===== src/rtl/mem_bus_arbiter.sv =====
// mem_bus_arbiter: shares one downstream memory port between the instruction
// fetch requester (read-only) and the load/store requester (read or write).
// One transaction in flight at a time, round-robin on ties, request fields
// captured at grant so requesters may change them without disturbing the bus.
//
// Handshake summary:
//   Requester side is hold-until-done: req stays high (fields stable) until
//   the matching done pulse; done is a single-cycle pulse with rdata valid in
//   the same cycle and held afterwards. Downstream request side is
//   valid/ready: mem_req_valid and all mem_req_* fields stay stable while
//   valid is high, and the request is consumed in the cycle valid && ready.
//   Downstream response is a one-cycle mem_resp_valid strobe that is only
//   honoured while a response is outstanding.
module mem_bus_arbiter (
  input  logic        ACLK,
  input  logic        ARESETn,
  // instruction fetch requester
  input  logic        ifu_req,
  input  logic [63:0] ifu_addr,
  output logic        ifu_done,
  output logic [63:0] ifu_rdata,
  // load/store requester
  input  logic        lsu_req,
  input  logic        lsu_write,
  input  logic [63:0] lsu_addr,
  input  logic [63:0] lsu_wdata,
  input  logic [7:0]  lsu_wmask,
  output logic        lsu_done,
  output logic [63:0] lsu_rdata,
  // downstream memory port
  output logic        mem_req_valid,
  input  logic        mem_req_ready,
  output logic        mem_req_write,
  output logic [63:0] mem_req_addr,
  output logic [63:0] mem_req_wdata,
  output logic [7:0]  mem_req_wmask,
  input  logic        mem_resp_valid,
  input  logic [63:0] mem_resp_rdata
);

  typedef enum logic [1:0] {
    ST_IDLE  = 2'd0,
    ST_ISSUE = 2'd1,
    ST_WAIT  = 2'd2,
    ST_DONE  = 2'd3
  } state_t;

  // Requester identity encoding shared by the owner and last-grant registers.
  localparam logic OWN_IFU = 1'b0;
  localparam logic OWN_LSU = 1'b1;

  state_t      state_q;
  logic        owner_q;
  logic        last_q;

  logic        mem_req_valid_q;
  logic        mem_req_write_q;
  logic [63:0] mem_req_addr_q;
  logic [63:0] mem_req_wdata_q;
  logic [7:0]  mem_req_wmask_q;

  logic        ifu_done_q;
  logic [63:0] ifu_rdata_q;
  logic        lsu_done_q;
  logic [63:0] lsu_rdata_q;

  // Grant decision for the current IDLE sample.
  logic        grant_any_d;
  logic        grant_lsu_d;
  logic        grant_write_d;
  logic [63:0] grant_addr_d;
  logic [63:0] grant_wdata_d;
  logic [7:0]  grant_wmask_d;

  // Round-robin arbitration: a lone requester always wins; on a tie the
  // requester that was not granted last time wins.
  always_comb begin
    grant_any_d   = ifu_req | lsu_req;
    grant_lsu_d   = lsu_req & (~ifu_req | (last_q == OWN_IFU));
    grant_write_d = 1'b0;
    grant_addr_d  = ifu_addr;
    grant_wdata_d = 64'd0;
    grant_wmask_d = 8'd0;
    if (grant_lsu_d) begin
      grant_write_d = lsu_write;
      grant_addr_d  = lsu_addr;
      grant_wdata_d = lsu_wdata;
      // byte enables are meaningful only for writes
      grant_wmask_d = lsu_write ? lsu_wmask : 8'd0;
    end
  end

  // Transaction FSM with all outputs registered.
  always_ff @(posedge ACLK or negedge ARESETn) begin
    if (!ARESETn) begin
      state_q         <= ST_IDLE;
      owner_q         <= OWN_IFU;
      last_q          <= OWN_IFU;
      mem_req_valid_q <= 1'b0;
      mem_req_write_q <= 1'b0;
      mem_req_addr_q  <= 64'd0;
      mem_req_wdata_q <= 64'd0;
      mem_req_wmask_q <= 8'd0;
      ifu_done_q      <= 1'b0;
      ifu_rdata_q     <= 64'd0;
      lsu_done_q      <= 1'b0;
      lsu_rdata_q     <= 64'd0;
    end else begin
      case (state_q)
        ST_IDLE: begin
          if (grant_any_d) begin
            owner_q         <= grant_lsu_d;
            last_q          <= grant_lsu_d;
            mem_req_valid_q <= 1'b1;
            mem_req_write_q <= grant_write_d;
            mem_req_addr_q  <= grant_addr_d;
            mem_req_wdata_q <= grant_wdata_d;
            mem_req_wmask_q <= grant_wmask_d;
            state_q         <= ST_ISSUE;
          end
        end
        ST_ISSUE: begin
          if (mem_req_ready) begin
            mem_req_valid_q <= 1'b0;
            state_q         <= ST_WAIT;
          end
        end
        ST_WAIT: begin
          if (mem_resp_valid) begin
            if (owner_q == OWN_LSU) begin
              lsu_rdata_q <= mem_resp_rdata;
              lsu_done_q  <= 1'b1;
            end else begin
              ifu_rdata_q <= mem_resp_rdata;
              ifu_done_q  <= 1'b1;
            end
            state_q <= ST_DONE;
          end
        end
        ST_DONE: begin
          // done pulse lasts this one cycle; requests are not sampled here
          ifu_done_q <= 1'b0;
          lsu_done_q <= 1'b0;
          state_q    <= ST_IDLE;
        end
        default: begin
          state_q <= ST_IDLE;
        end
      endcase
    end
  end

  assign mem_req_valid = mem_req_valid_q;
  assign mem_req_write = mem_req_write_q;
  assign mem_req_addr  = mem_req_addr_q;
  assign mem_req_wdata = mem_req_wdata_q;
  assign mem_req_wmask = mem_req_wmask_q;
  assign ifu_done      = ifu_done_q;
  assign ifu_rdata     = ifu_rdata_q;
  assign lsu_done      = lsu_done_q;
  assign lsu_rdata     = lsu_rdata_q;

endmodule


===== config.mk =====
export PLATFORM = sky130hd
export DESIGN_NAME = mem_bus_arbiter
export DESIGN_NICKNAME = d
export VERILOG_FILES = /design/src/rtl/mem_bus_arbiter.sv
export SDC_FILE = /design/constraint.sdc
export NUM_CORES = 1
export LEC_CHECK = 0
export ABC_AREA = 0
export CORE_AREA = 2 2 208 210
export DETAILED_ROUTE_END_ITERATION = 16
export DIE_AREA = 0 0 210 212
export GPL_TIMING_DRIVEN = 0
export PLACE_DENSITY = 0.54
export SKIP_CTS_REPAIR_TIMING = 1
export SKIP_LAST_GASP = 1
export SLEW_MARGIN = 20
export SYNTH_ARGS = -nofsm -noshare
export SYNTH_HDL_FRONTEND = slang
export SYNTH_SLANG_ARGS = --single-unit
export TNS_END_PERCENT = 5

===== constraint.sdc =====
create_clock -name ACLK -period 2.9 [get_ports ACLK]
set_input_delay 0.435 -clock ACLK [delete_from_list [all_inputs] [get_ports ACLK]]
set_output_delay 0.435 -clock ACLK [all_outputs]
set_load 0.005 [all_outputs]

Word-level counts from Yosys, hierarchy flattened. Index checks and enable logic that the tools add are counted.

Flip-flop bits (word level): 271. Output and inout bits: 268.

Equality and inequality tests: 8. Muxes and demuxes: 18. Bitwise logic cells: 5. Reductions and logical operators: 10.

Operators with widths (count): 2-to-1 mux 64 bit (2); AND reduction 3 bit (6); 2-to-1 mux 8 bit (2); inequality test 2 bit, second input constant (5); one-hot mux 2 bit (4 select lines) (1); 2-to-1 mux 1 bit (7); 2-to-1 mux 2 bit (3); one-hot mux 1 bit (2 select lines) (3); equality test 2 bit, second input constant (2); nonzero test 2 bit (2); equality test 2 x 1 -> 1 bit, second input constant (1); zero test 2 bit (1); inverter 1 bit (2); OR 1 bit (2); AND reduction 2 bit (1); AND 1 bit (1).

Longest topological paths before layout. Gate-level depths: netlist of the first run.

Word-level depth: 4. Mapped depth: 7. Gate-level depth less buffers: 5.

Worst setup path after synthesis of the first run. OpenSTA, ideal clock, no wires.

Path type: register to register. From: reg state_q[0]. To: reg ifu_rdata_q[53], in the netlist ifu_rdata[53]. Arrival time: 1507 ps. Setup slack: 1269 ps. Cell stages (with the launch flop): 8. Buffers on the path: 3. Clock period less this slack: 1631 ps. Cell sequence: dfrtp_1 -> inv_1 -> ha_1 -> buf_2 -> nand3b_1 -> buf_4 -> buf_6 -> mux2_2.

Longest elaborated chain between the ends: 2.

Ends and longest elaborated chain: start: declaration (RTL line 52) `state_t state_q;`; start signal: assignment (RTL line 96) `state_q <= ST_IDLE;`; start signal: assignment (RTL line 119) `state_q <= ST_ISSUE;`; start signal: assignment (RTL line 125) `state_q <= ST_WAIT;`; equality test 2 bit (RTL line 109) `case (state_q)`; AND reduction 3 bit (no line); end signal: assignment (RTL line 134) `ifu_rdata_q <= mem_resp_rdata;`; end: declaration (RTL line 63) `logic [63:0] ifu_rdata_q;`.

No other way between the ends. A chain may end at the register's enable or synchronous reset.

Worst setup path in the final report of the first run.
From: reg state_q[0]. To: reg mem_req_addr_q[21], in the netlist mem_req_addr[21].

Longest elaborated chain between the ends: 2.

Ends and longest elaborated chain: zero test 2 bit (RTL line 109); AND reduction 2 bit (no line); end signal: assignment (RTL line 116) `mem_req_addr_q <= grant_addr_d;`; end: declaration (RTL line 58) `logic [63:0] mem_req_addr_q;`.

No other way between the ends.

==> results of run 1 <==
-- through the flow --
step / total power [mW] / cells / hold WS [ns] / cell area (sq um) / setup TNS (ns)
2_1_floorplan: 9.44 / 820 / 0.139 / 10600 / 0
3_3_place_gp: 14.6 / 1904 / 0.461 / 16600 / -3014.21
3_5_place_dp: 14.7 / 1907 / 0.394 / 16700 / 0
4_1_cts: 18.7 / 1959 / -0.219 / 17700 / 0
5_1_grt: 19.6 / 1960 / 0.368 / 17700 / 0
6_report: 18.4 / 1961 / 0.384 / 17700 / 0
-- power by group through the flow --
stage / combinational [mW] / sequential, mW / clock [mW]
3_3_place_gp: 8.03 / 6.55 / 0
4_1_cts: 8.12 / 6.54 / 4.04
6_report: 7.98 / 6.53 / 3.90
5_1_grt: 8.62 / 6.76 / 4.20
3_5_place_dp: 8.09 / 6.58 / 0
2_1_floorplan: 2.79 / 6.65 / 0
-- metal layers --
layer | vias up | part of all wire, % | global-route usage, %
li1 | 4035 | - | -
met1 | 4340 | 40 | 20.3
met2 | 386 | 48 | 28.7
met3 | 58 | 10 | 6.53
met4 | 6 | 2.1 | 4.43
met5 | - | 0.095 | 0
-- worst paths after layout --
path,start,end,slack [ns],cells past startpoint
min in group ACLK,ifu_addr[58],mem_req_addr[58],0.40,3
max in group asynchronous,ARESETn,mem_req_wdata[36],1.38,4
hold / removal,ARESETn,ifu_rdata[23],0.38,2
hold reg to reg,mem_req_write,mem_req_write,0.48,1
setup reg to reg,state_q[0],mem_req_addr[21],0.64,7
setup / recovery,state_q[0],mem_req_addr[21],0.64,7
-- Yosys cell counts --
cell,number,share of area (%)
dfrtp_1,271,64
a21oi_1,129,6.1
mux2_2,103,11
a22o_1,73,6.1
nor2_1,66,2.3
nand2_1,65,2.3
buf_2,35,1.7
mux2_1,26,2.8
clkbuf_1,11,0.39
buf_4,7,0.50
buf_6,5,0.53
ha_1,5,0.59
inv_1,4,0.14
a21o_1,2,0.14
o21ai_0,2,0.095
a21bo_2,1,0.095
a21boi_1,1,0.071
a222oi_1,1,0.095
a31oi_1,1,0.059
and3_1,1,0.059
buf_1,1,0.036
inv_2,1,0.036
nand3_1,1,0.047
nand3_2,1,0.095
nand3b_1,1,0.071
nor2b_1,1,0.059
o211ai_1,1,0.071
o21a_1,1,0.071
o21ai_1,1,0.047
o2bb2ai_1,1,0.083
o32a_1,1,0.095
-- final cells by class --
| cell class | instances | area [sq um] | share of cell area (%) |
|---|---|---|---|
| inverter | 5 | 18.8 | 0.106 |
| buffer | 59 | 329 | 1.86 |
| clock inverter | 10 | 106 | 0.600 |
| sequential | 271 | 6780 | 38.3 |
| clock buffer | 42 | 897 | 5.06 |
| tap | 546 | 683 | 3.85 |
| multi-input combinational | 485 | 3420 | 19.3 |
| antenna | 1 | 2.50 | 0.0141 |
| timing repair buffer | 542 | 5480 | 30.9 |
-- worst reg2reg max path, cell delays in order (launching register included) --
cell	delay, ns
dfrtp_1	0.41
inv_1	0.13
ha_1	0.32
o21a_1	0.25
buf_2	0.36
clkbuf_1	0.48
nor2_1	0.08
a21oi_1	0.15
-- registers in the layout, summed over array words and instances (netlist names) --
register       count
ifu_done           1
ifu_rdata         64
last_q             1
lsu_done           1
lsu_rdata         64
mem_req_addr      64
mem_req_valid      1
mem_req_wdata     64
mem_req_wmask      8
mem_req_write      1
state_q            2
-- cell families after synthesis --
kind of cell | share of synthesized area, %
buf+inv | 3.30
simple gates | 4.99
fa+ha+maj | 0.593
flops | 64.3
compound gates | 13.1
mux | 13.8
==> flow_metrics.tcl, run 1 <==
set metrics [dict create \
    slew_viol_final 0 \
    dieArea_sq_um 44500 \
    clock-sinks 271 \
    vias 8825 \
    power_frac_seq_pct 35.5 \
    clkTransAtPathRegs_ns 0.06 \
    tightest_slew_ns 0.583 \
    cpPeakStageDelay_ns 0.48 \
    viasPerCell 4.50 \
    drc 0 \
    rsz0062_at_grt "no" \
    switchingPower_mw 5.59 \
    grt_pass1_vias 9323 \
    grt_max_degree 80 \
    root_buffer "clkbuf_16" \
    layout_common_cells "clkdlybuf4s50_1, dfrtp_1, a21oi_1" \
    wl_per_cell_um 19.8 \
    worstSetupPathType "reg -> reg" \
    htree_levels 1 \
    crit_required_ns 3.39 \
    first_pass_iters 6 \
    swShare_pct 30.4 \
    p_per_area_nw_per_um2 1040 \
    nNetsFinal 1671 \
    maxSlewHeadroom_pct 61.2 \
    drt-initial-drc-count 332 \
    cts_buffer_depth 3 \
    syn_area_sq_um 10600 \
    status "finished, final reports clean" \
    path_buf_inv 3 \
    min_path_type "in -> async" \
    chipHeight_um 212 \
    syn_avg_cell_area_sq_um 12.9 \
    p_leak_nw 7.55 \
    slowest_stage "clkbuf_1" \
    gp_congestion 0.784 \
    syn-num-nets 1096 \
    grt-ovfl-total 0 \
    final_layout_size_suffix_gt1_share_pct 14.6 \
    setup_viol 0 \
    die_x_um 210 \
    path_max_fanout 10 \
    p_int_mw 12.8 \
    fillerInstances 4019 \
    post-route-period-util_pct 77.9 \
    critPathLaunchType "register" \
    ant_nets 0 \
    grt_antenna_before_repair 4 \
    final.min_clock_period_ns 2.26 \
    post-place-ws_ns 0.510 \
    coreArea_sq_um 42500 \
    syn_to_final_growth_pct 68.0 \
    ys_types 31 \
    cts_tree "built" \
    dp_hpwl_um 29700 \
    final_common_cell "clkdlybuf4s50_1" \
    yosysSeqAreaShare_pct 64.3 \
    fmax_mhz 443 \
    fin_util_pct 41.7 \
    arrival_ns 2.74 \
    end_kind "register" \
    grt_pass1_wl_um 58000 \
    ioPinCount 539 \
    path_cells "inv_1, ha_1, o21a_1, buf_2, clkbuf_1, nor2_1, a21oi_1" \
    cap_violations 0 \
    combPwrFrac_pct 43.3 \
    crit_family "buffers and inverters" \
    hold_violations 0 \
    io_buffers 538 \
    ir_worst_vdd_uv 420 \
    start_util_pct 24.8 \
    p_clk_share_pct 21.2 \
    synthCells 820 \
    yosysWarnings 0 \
    ys_ff_latch 271 \
    insertion_delay_ns 0.57 \
    setup_slack_ns 0.642 \
    floorplan.rows 76 \
    finClkSkew_ns 0.0101 \
    cts-buffers-inserted 31 \
    drt_wl_total_um 38900 \
    track_usage_pct 17.0 \
]
(Power assumes the default switching activity.)
==> run 2, diff against run 1 <==
--- a/config.mk
+++ b/config.mk
@@ -6,11 +6,11 @@
 export NUM_CORES = 1
 export LEC_CHECK = 0
 export ABC_AREA = 0
-export CORE_AREA = 2 2 208 210
+export CORE_AREA = 2 2 209 211
 export DETAILED_ROUTE_END_ITERATION = 16
-export DIE_AREA = 0 0 210 212
+export DIE_AREA = 0 0 211 213
 export GPL_TIMING_DRIVEN = 0
-export PLACE_DENSITY = 0.54
+export PLACE_DENSITY = 0.53
 export SKIP_CTS_REPAIR_TIMING = 1
 export SKIP_LAST_GASP = 1
 export SLEW_MARGIN = 20
==> constraint.sdc (replaced) <==
create_clock -name ACLK -period 2.22 [get_ports ACLK]
set_input_delay 0.333 -clock ACLK [delete_from_list [all_inputs] [get_ports ACLK]]
set_output_delay 0.333 -clock ACLK [all_outputs]
set_load 0.005 [all_outputs]
==> run 2 against run 1 <==
- fmax is 7.6% higher
- core utilization is 0.11 points higher
- final area increased by 0.71%
- die area up 0.95%
- register-to-register slack worse by 0.52 ns
- clock skew increased by 0.013 ns
- sequential cell count is the same
- combinational power rose by 30%
- critical path depth did not move
- worst hold slack got worse by 0.087 ns
- first-iteration DRC count rose by 3.3%
- count of clock-buffer cells in the layout increased by 6
- critical path type unchanged
- largest cell class unchanged
==> flow_metrics.tcl, run 2 (synthesis gave the netlist of run 1 again) <==
set metrics [dict create \
    dp_hpwl_um 30100 \
    clock-sinks 271 \
    cts_buffer_depth 3 \
    post-route-period-util_pct 94.5 \
    power_frac_seq_pct 34.8 \
    multi_input_area_sq_um 3420 \
    min_path_type "in -> async" \
    grt_pass1_wl_um 57600 \
    grt-ovfl-total 0 \
    layout_common_cells "clkdlybuf4s50_1, dfrtp_1, a21oi_1" \
    ir_worst_vdd_uv 592 \
    first_pass_iters 4 \
    dieArea_sq_um 44900 \
    regArea_sq_um 6780 \
    placed_cells 1907 \
    setup_slack_ns 0.121 \
    fillerInstances 4125 \
    insertion_delay_ns 0.53 \
    fin_cells 1966 \
    hold_violations 0 \
    syn_to_final_growth_pct 69.2 \
    htree_levels 2 \
    combPwrFrac_pct 42.2 \
    fmax_mhz 476 \
    floorplan.rows 76 \
    final.min_clock_period_ns 2.10 \
    total_power_mw 24.6 \
    setup_viol 0 \
    cap_violations 0 \
    swShare_pct 30.0 \
    track_usage_pct 17.1 \
    grt_antenna_before_repair 4 \
    drc 0 \
    vias 8790 \
    clkTransAtPathRegs_ns 0.06 \
    ioPinCount 539 \
    worstSetupPathType "reg -> reg" \
    viasPerCell 4.47 \
    drt_wl_total_um 39400 \
    critPathLaunchType "register" \
    final_layout_size_suffix_gt1_share_pct 14.7 \
    top_layer "met5" \
    met3WireLength_um 3990 \
    nNetsFinal 1674 \
    slew_viol_final 0 \
    crit_required_ns 2.65 \
    tightest_slew_ns 0.582 \
    p_leak_nw 7.61 \
    grt_max_degree 88 \
    switchingPower_mw 7.39 \
    post-place-ws_ns -0.0206 \
    p_clk_share_pct 23.0 \
    gp_congestion 0.856 \
    coreArea_sq_um 42700 \
    wl_per_cell_um 20.0 \
    rsz0062_at_grt "yes" \
    holdWs_ns 0.298 \
    end_kind "register" \
    finClkSkew_ns 0.0229 \
    ant_nets 0 \
    grt_pass1_vias 9277 \
    io_buffers 538 \
    dr_wl_met2_um 19000 \
    root_buffer "clkbuf_16" \
    status "finished, final reports clean" \
    p_int_mw 17.2 \
    drt-initial-drc-count 343 \
    maxSlewHeadroom_pct 61.2 \
    wirelength_met1_um 15700 \
    chipHeight_um 213 \
    start_util_pct 24.7 \
    p_per_area_nw_per_um2 1380 \
    final_common_cell "clkdlybuf4s50_1" \
    cts_tree "built" \
    path_max_fanout 10 \
    arrival_ns 2.53 \
    die_x_um 211 \
    cts-buffers-inserted 34 \
]
run 2: changes by cell type in the layout (fill, tap and decap cells not counted), sizes merged:
cell / before / now
buf: 52 / 53
clkinvlp: 1 / 0
clkbuf: 53 / 58
clkinv: 6 / 3
inv: 6 / 7
bufinv: 2 / 4
run 2: metrics by stage:
step	utilization, %	cell area (sq um)	TNS, ns
2_1_floorplan	-	10600	0
3_3_place_gp	38.9	16600	-3176.22
3_5_place_dp	39.1	16700	-0.0314
4_1_cts	41.8	17800	-0.307
5_1_grt	41.8	17800	-4.31
6_report	41.8	17900	0
run 2: final cells by class:
class / count / share of cell area, %
Antenna cell: 1 / 0.0140
Sequential cell: 271 / 38.0
Clock inverter: 9 / 0.855
Inverter: 5 / 0.105
Multi-Input combinational cell: 485 / 19.2
Tap cell: 546 / 3.83
Timing Repair Buffer: 542 / 30.7
Clock buffer: 48 / 5.46
Buffer: 59 / 1.86
run 2: power by group through the flow:
stage | Clock, mW | Sequential [mW] | Combinational (mW)
floorplan | 0 | 8.68 | 3.65
global placement | 0 | 8.59 | 10.5
detailed placement | 0 | 8.62 | 10.6
CTS | 5.87 | 8.58 | 10.6
global route | 6.10 | 8.86 | 11.3
finish | 5.67 | 8.57 | 10.4
run 2: worst paths after layout:
check	startpoint	cells past startpoint	slack [ns]	to
setup / recovery	state_q[0]	7	0.12	mem_req_addr[5]
hold / removal	ARESETn	2	0.30	lsu_rdata[56]
setup reg to reg	state_q[0]	7	0.12	mem_req_addr[5]
hold reg to reg	mem_req_write	1	0.49	mem_req_write
max in group asynchronous	ARESETn	4	0.82	mem_req_addr[48]
min in group ACLK	ifu_addr[39]	3	0.34	mem_req_addr[39]
run 2: critical path, stage by stage, from the launching register on:
cell      delay (ns)
dfrtp_1         0.42
inv_1           0.12
ha_1            0.31
o21a_1          0.20
buf_2           0.29
clkbuf_1        0.44
nor2_1          0.08
a21oi_1         0.14
run 2: layer usage:
| layer | vias up | track usage [%] |
|---|---|---|
| met2 | 380 | 28.7 |
| met4 | 4 | 4.69 |
| li1 | 4049 | - |
| met3 | 43 | 7.32 |
| met5 | - | 0 |
| met1 | 4314 | 20.0 |
